### src/rtl/fetch_unit.sv
// fetch_unit: instruction fetch stage of the 4-bit core.
// Owns the fetch PC, issues one outstanding read at a time to instruction
// memory, buffers returned instructions and hands them to the decoder over a
// valid/ready handshake. Taken branches redirect the PC and flush the buffer.
//
// Build option: define FETCH_PREFETCH_EN for a 2-entry buffer that keeps
// fetching while the decoder stalls; otherwise the buffer holds 1 entry and
// the next fetch waits until that entry is being consumed.
module fetch_unit #(
  parameter int PC_LEN    = 7,
  parameter int INSTR_LEN = 8
) (
  input  logic                 CLK,
  input  logic                 RST_N,
  output logic                 IMEM_REQ,
  output logic [PC_LEN-1:0]    IMEM_ADDR,
  input  logic                 IMEM_READY,
  input  logic                 IMEM_RVALID,
  input  logic [INSTR_LEN-1:0] IMEM_RDATA,
  output logic [INSTR_LEN-1:0] INSTR,
  output logic [PC_LEN-1:0]    INSTR_PC,
  output logic                 INSTR_VALID,
  input  logic                 DEC_READY,
  input  logic                 BR_TAKEN,
  input  logic [PC_LEN-1:0]    BR_TARGET
);

`ifdef FETCH_PREFETCH_EN
  localparam int DEPTH = 2;
`else
  localparam int DEPTH = 1;
`endif
  localparam int CW = $clog2(DEPTH + 1);            // occupancy width
  localparam int IW = (DEPTH > 1) ? $clog2(DEPTH) : 1;  // entry index width

  typedef enum logic [2:0] {
    S_IDLE,
    S_REQ,
    S_WAIT,
    S_HOLD,
    S_DROP
  } state_t;

  state_t                state, state_next;
  logic                  req_q, req_next;
  logic [PC_LEN-1:0]     fpc;
  logic [PC_LEN-1:0]     out_addr;   // address of the request in flight
  logic [CW-1:0]         count;
  logic [INSTR_LEN-1:0]  buf_instr [DEPTH];
  logic [PC_LEN-1:0]     buf_pc    [DEPTH];

  logic                  accept;
  logic                  push;
  logic                  pop;
  logic [CW-1:0]         occ_after_pop;
  logic [CW-1:0]         occ_next;
  logic [IW-1:0]         wr_idx;

  assign accept        = req_q & IMEM_READY;
  assign pop           = (count != '0) & DEC_READY & ~BR_TAKEN;
  assign push          = (state == S_WAIT) & IMEM_RVALID & ~BR_TAKEN;
  assign occ_after_pop = count - CW'(pop);
  assign occ_next      = occ_after_pop + CW'(push);
  assign wr_idx        = IW'(occ_after_pop);

  assign IMEM_REQ    = req_q;
  assign IMEM_ADDR   = fpc;
  assign INSTR       = buf_instr[0];
  assign INSTR_PC    = buf_pc[0];
  assign INSTR_VALID = (count != '0);

  // Next-state and next-request decode; a branch overrides every other event.
  always_comb begin
    // NOTE: every output of this block is given a default first so that no
    // path through the case statement leaves a value held, which would infer a latch.
    state_next = state;
    case (state)
      S_IDLE: state_next = S_REQ;
      S_REQ: begin
        if (BR_TAKEN)    state_next = accept ? S_DROP : S_REQ;
        else if (accept) state_next = S_WAIT;
      end
      S_WAIT: begin
        if (BR_TAKEN)         state_next = IMEM_RVALID ? S_REQ : S_DROP;
        else if (IMEM_RVALID) state_next = (occ_next < CW'(DEPTH)) ? S_REQ : S_HOLD;
      end
      S_HOLD: begin
        if (BR_TAKEN || (occ_after_pop < CW'(DEPTH))) state_next = S_REQ;
      end
      S_DROP: begin
        if (IMEM_RVALID) state_next = S_REQ;
      end
      default: state_next = S_IDLE;
    endcase
    // Entering REQ from IDLE or through a branch costs one cycle with the
    // request line low, so the address is settled before it is presented.
    req_next = (state_next == S_REQ) && !BR_TAKEN && (state != S_IDLE);
  end

  // FSM state, request line, fetch PC and in-flight address.
  always_ff @(posedge CLK or negedge RST_N) begin
    if (!RST_N) begin
      state    <= S_IDLE;
      req_q    <= 1'b0;
      fpc      <= '0;
      out_addr <= '0;
    end else begin
      // NOTE: clocked state uses non-blocking assignments so every register
      // samples pre-edge values regardless of statement order.
      state <= state_next;
      req_q <= req_next;
      if (accept) out_addr <= fpc;
      if (BR_TAKEN)    fpc <= BR_TARGET;
      else if (accept) fpc <= fpc + 1'b1;
    end
  end

  // Instruction buffer: head at entry 0, pop shifts down, push fills the
  // first free slot after the pop; a branch flushes everything.
  always_ff @(posedge CLK or negedge RST_N) begin
    if (!RST_N) begin
      count <= '0;
      // NOTE: the storage entries are reset too, because entry 0 drives
      // INSTR/INSTR_PC and those outputs have defined reset values.
      for (int i = 0; i < DEPTH; i++) begin
        buf_instr[i] <= '0;
        buf_pc[i]    <= '0;
      end
    end else if (BR_TAKEN) begin
      count <= '0;
    end else begin
      if (pop) begin
        for (int i = 0; i < DEPTH - 1; i++) begin
          buf_instr[i] <= buf_instr[i+1];
          buf_pc[i]    <= buf_pc[i+1];
        end
      end
      if (push) begin
        buf_instr[wr_idx] <= IMEM_RDATA;
        buf_pc[wr_idx]    <= out_addr;
      end
      count <= occ_next;
    end
  end

endmodule

### config.mk
export PLATFORM = sky130hd
export DESIGN_NAME = fetch_unit
export DESIGN_NICKNAME = d
export VERILOG_FILES = /design/src/rtl/fetch_unit.sv
export SDC_FILE = /design/constraint.sdc
export NUM_CORES = 1
export LEC_CHECK = 0
export ABC_AREA = 1
export CORE_MARGIN = 3
export CORE_UTILIZATION = 41
export CTS_CLUSTER_SIZE = 40
export DETAILED_ROUTE_END_ITERATION = 10
export MAX_ROUTING_LAYER = met4
export PLACE_DENSITY = 0.78
export SYNTH_ARGS = -nofsm -noshare
export SYNTH_HDL_FRONTEND = slang
export SYNTH_SLANG_ARGS = --single-unit
### constraint.sdc
create_clock -name CLK -period 1.3 [get_ports CLK]
set_input_delay 0.26 -clock CLK [delete_from_list [all_inputs] [get_ports CLK]]
set_output_delay 0.26 -clock CLK [all_outputs]
set_load 0.005 [all_outputs]
==> results list <==
* Status: finished, final reports clean
- The floorplan step defined a core boundary enclosing 0.003716 mm2.
- After detailed routing, the average wire length per cell comes to 13.25 um.
- Bufs and invs on worst path: 2
- Max Clk Rate: around 790 MHz
- GR Util met1: 21.37%
- In this run the power density over the cells is 1558 mW/mm2.
- Classification of the worst-slack hold path: in2async
* Num CTS Buffers: 5
- Net Count, Synth: roughly 210
* Series of cell instances along the critical path: buf_4 -> buf_4 -> nand3_1 -> nor3_1 -> xor2_1 -> o21bai_1
- During I/O placement, the number of pins put on the boundary was 45.
- The detailed router finished its first iteration with 66 violations.
- Maximum fanout encountered on the critical timing path: 3
- The die is 68.38 um wide.
* Crit-path slowest cell: sky130_fd_sc_hd__dfrtp_1
* Global Route met3 Usage: under 10%
* Power spent charging and discharging nets: approximately 1200 uW
- The setup path with the least slack is of type reg2reg.
- The die is 68.38 um tall.
- Routability-driven placement finished with a final weighted congestion of 0.8645.
- Seq cells post-synth: 34
- Per report_power, the sequential group accounts for 43.0% of the total.
* Clock latency of the later-clocked register in the worst-skew pair: 290 ps
- Cell area after placement: between 0.002 and 0.0025 mm2
* Clock Tree Buf Depth: 2
- Layout filler cell count: 334
- At the worst endpoint, the arrival time is around 1500 ps.
- The analysis attributes to cell leakage a power of 0.001269 uW.
- Critical path startpoint category: flip-flop
- The initial utilization of the core area, before any placement, comes to a little over two fifths.
- Via count of the first global-routing pass: between 1000 and 1500
- Comb power frac: 37.2%
* Slew margin rel.: between 80% and 90%
- Setup violations remaining at the end of the flow were counted as 0.
* Number of warning messages in the yosys log: 0
* Crit path time final: 1267 ps
- Synthesis produced 183 cells.
- The detail route stage leaves a number of antenna-violating nets equal to 0.
* Post-route clock period utilization: 97.50%
- Required @ worst endpoint: around 1500 ps
- RSZ-0062 raised after global routing: yes
- CTS H-tree depth: 2
- Clock network power share: 19.8%
* Area added between synthesis and finish: 49.02%
- The number of max-slew violations in the final report was 0.
- Non-Filler Cell Area, Final: 0.002377 mm2
- Counting distinct cell types in the post-synthesis netlist gives 27.
- Met2 Use GR: 31.41%
- The initial antenna violation count was 0.
- Average via count per standard cell: 4.908
- Register clock-pin slew on the reported worst setup and hold paths: 70 ps
* Sequential element share of the synthesized area: 53.33%
* Average size of a mapped cell: about 8.7 um2
- Max-cap violations in this run came to 0.
* TritonCTS clock tree: done
- Share of post-route cells with drive strength above 1: 23.44%
* Vias post-DR: 1492
* Busiest layer in global routing: met2
- Die area: 0.004675 mm2
* Pin count of the biggest net entering global routing: 35
* Total global routing overflow: 0
- The final layout contains between 200 and 300 nets.
- In this run the clock root is driven by a sky130_fd_sc_hd__clkbuf_8.
- Row count: 22
- Dpl hpwl: between 2000 and 3000 um
- Global-route wire length before repair: 6306 um
* Int Power: 2464 uW
- For this design, the CTS-stage hold fixing added 0 buffers.
* Clock Sink Count: 34
- DRC Markers: 0
- Total routed wirelength: approximately 4000 um
- The repair_antennas step left the layout with diodes totalling 0.
- Worst supply voltage drop on vdd: 1026 uV
* Cell with the most instances on the worst path: sky130_fd_sc_hd__buf_4
- Overall power consumption after layout is estimated at around 3700 uW.
- The kind of cell with the highest combined delay along the critical path is flip-flops.
- Mapped cell area: 0.001595 mm2
- Highest cell delay on the worst timing path: between 300 and 400 ps
- Critical Path Sink Type: flip-flop
* Clock skew after layout: 2.296 ps
- Global routing used a little under a fifth of the available tracks.
- The final number of hold-violating endpoints was 0.
- For the pin with the worst max-slew slack, the measured transition is 242.3 ps.
* Detailed-routing iteration count for the pre-antenna-repair pass: 4
* Port-buffer cells: 44
- Switching Share: 33.49%
==> layout make-up <==
type | count | area [um2] | share of cell area (%)
Timing Repair Buffer | 71 | 625.6 | 26.32
Multi-Input combinational cell | 130 | 706.9 | 29.74
Clock inverter | 2 | 10.01 | 0.4211
Sequential cell | 34 | 853.3 | 35.89
Clock buffer | 5 | 68.82 | 2.895
Tap cell | 48 | 60.06 | 2.526
Inverter | 14 | 52.55 | 2.211
==> power groups by stage <==
stage | sequential (uW) | combinational [uW] | clock [uW]
final | 1590 | 1380 | 733
after global routing | 1630 | 1560 | 806
after CTS | 1590 | 1280 | 756
after detailed placement | 1640 | 1270 | 0
after global placement | 1620 | 1240 | 0
after floorplan | 1620 | 545 | 0
==> cell usage after synthesis, drive strengths merged <==
cell	n	area (um2)
buf	4	35.03
a22o	1	8.760
nor2	16	88.83
xnor2	1	8.760
dfrtp	34	850.8
inv	14	52.55
nand3	21	105.1
o221ai	1	8.760
o21ai	12	60.06
o211ai	1	7.510
o21bai	2	15.01
a21boi	1	7.510
xor2	5	43.79
a21oi	5	25.02
nor3	2	10.01
ha	1	12.51
nand2	60	245.2
clkbuf	1	3.750
a31oi	1	6.260
==> final timing paths <==
check	start	to	slack (ps)	cells after the start
min	RST_N	INSTR_PC[6]	350	2
max in group asynchronous	RST_N	state[0]	770	2
min reg2reg	INSTR_PC[4]	INSTR_PC[4]	470	2
min in group CLK	INSTR_PC[4]	INSTR_PC[4]	470	2
max reg2reg	IMEM_ADDR[0]	IMEM_ADDR[5]	30	6
max	IMEM_ADDR[0]	IMEM_ADDR[5]	30	6
==> sequential cells by signal, summed over array words and instances, names as in the netlist <==
register / flops
INSTR_PC: 7
IMEM_ADDR: 7
INSTR_VALID: 1
IMEM_REQ: 1
out_addr: 7
INSTR: 8
state: 3
==> cells in the final DEF (no fill, tap or decap), types with 5 or more instances in the layout <==
cell type                          n
sky130_fd_sc_hd__buf_4            26
sky130_fd_sc_hd__clkbuf_8          5
sky130_fd_sc_hd__clkdlybuf4s50_1  19
sky130_fd_sc_hd__dfrtp_1          32
sky130_fd_sc_hd__dlygate4sd2_1    24
sky130_fd_sc_hd__inv_1             9
sky130_fd_sc_hd__inv_2             5
sky130_fd_sc_hd__nand2_1          53
sky130_fd_sc_hd__nand2_2           5
sky130_fd_sc_hd__nand3_1          20
sky130_fd_sc_hd__nor2_1            9
sky130_fd_sc_hd__o21ai_0          12
sky130_fd_sc_hd__xor2_1            5
==> cells by family (layout without fill, tap and decap cells) <==
logic type / Yosys count / after routing / share of synthesized area (%)
DFF: 34 / 34 / 53.33
adders and majority gates: 1 / 1 / 0.7842
AOI/OAI and AO/OA: 24 / 24 / 8.706
buffers and inverters: 19 / 92 / 5.725
and+or+nand+nor: 99 / 99 / 28.16
xor gates and xnor gates: 6 / 6 / 3.294
==> metal layers <==
layer  part of all wire, %  routed length, um
met5                     0                  0
met4                   1.7                 70
met3                   7.1                287
met2                    48               1933
met1                    43               1736
==> what timing repair did <==
| item | CTS | global route |
|---|---|---|
| gates resized for setup | 28 | 15 |
| endpoints found under the setup margin | 25 | 7 |
| setup buffers | 10 | 2 |
| pin swaps | 0 | 1 |
==> stage by stage <==
step	setup WS (ps)	TNS, ps	cells	hold slack, ps	util (%)
3_3_place_gp	-272.9	-5229	285	453.4	58.72
6_report	32.53	0	304	347.9	63.97
5_1_grt	-31.46	-41.80	304	359.5	63.97
3_5_place_dp	-302.1	-6276	285	459.7	58.72
2_1_floorplan	100.3	0	183	-35.59	-
4_1_cts	25.23	0	302	349.0	62.26
(Power assumes the default switching activity.)
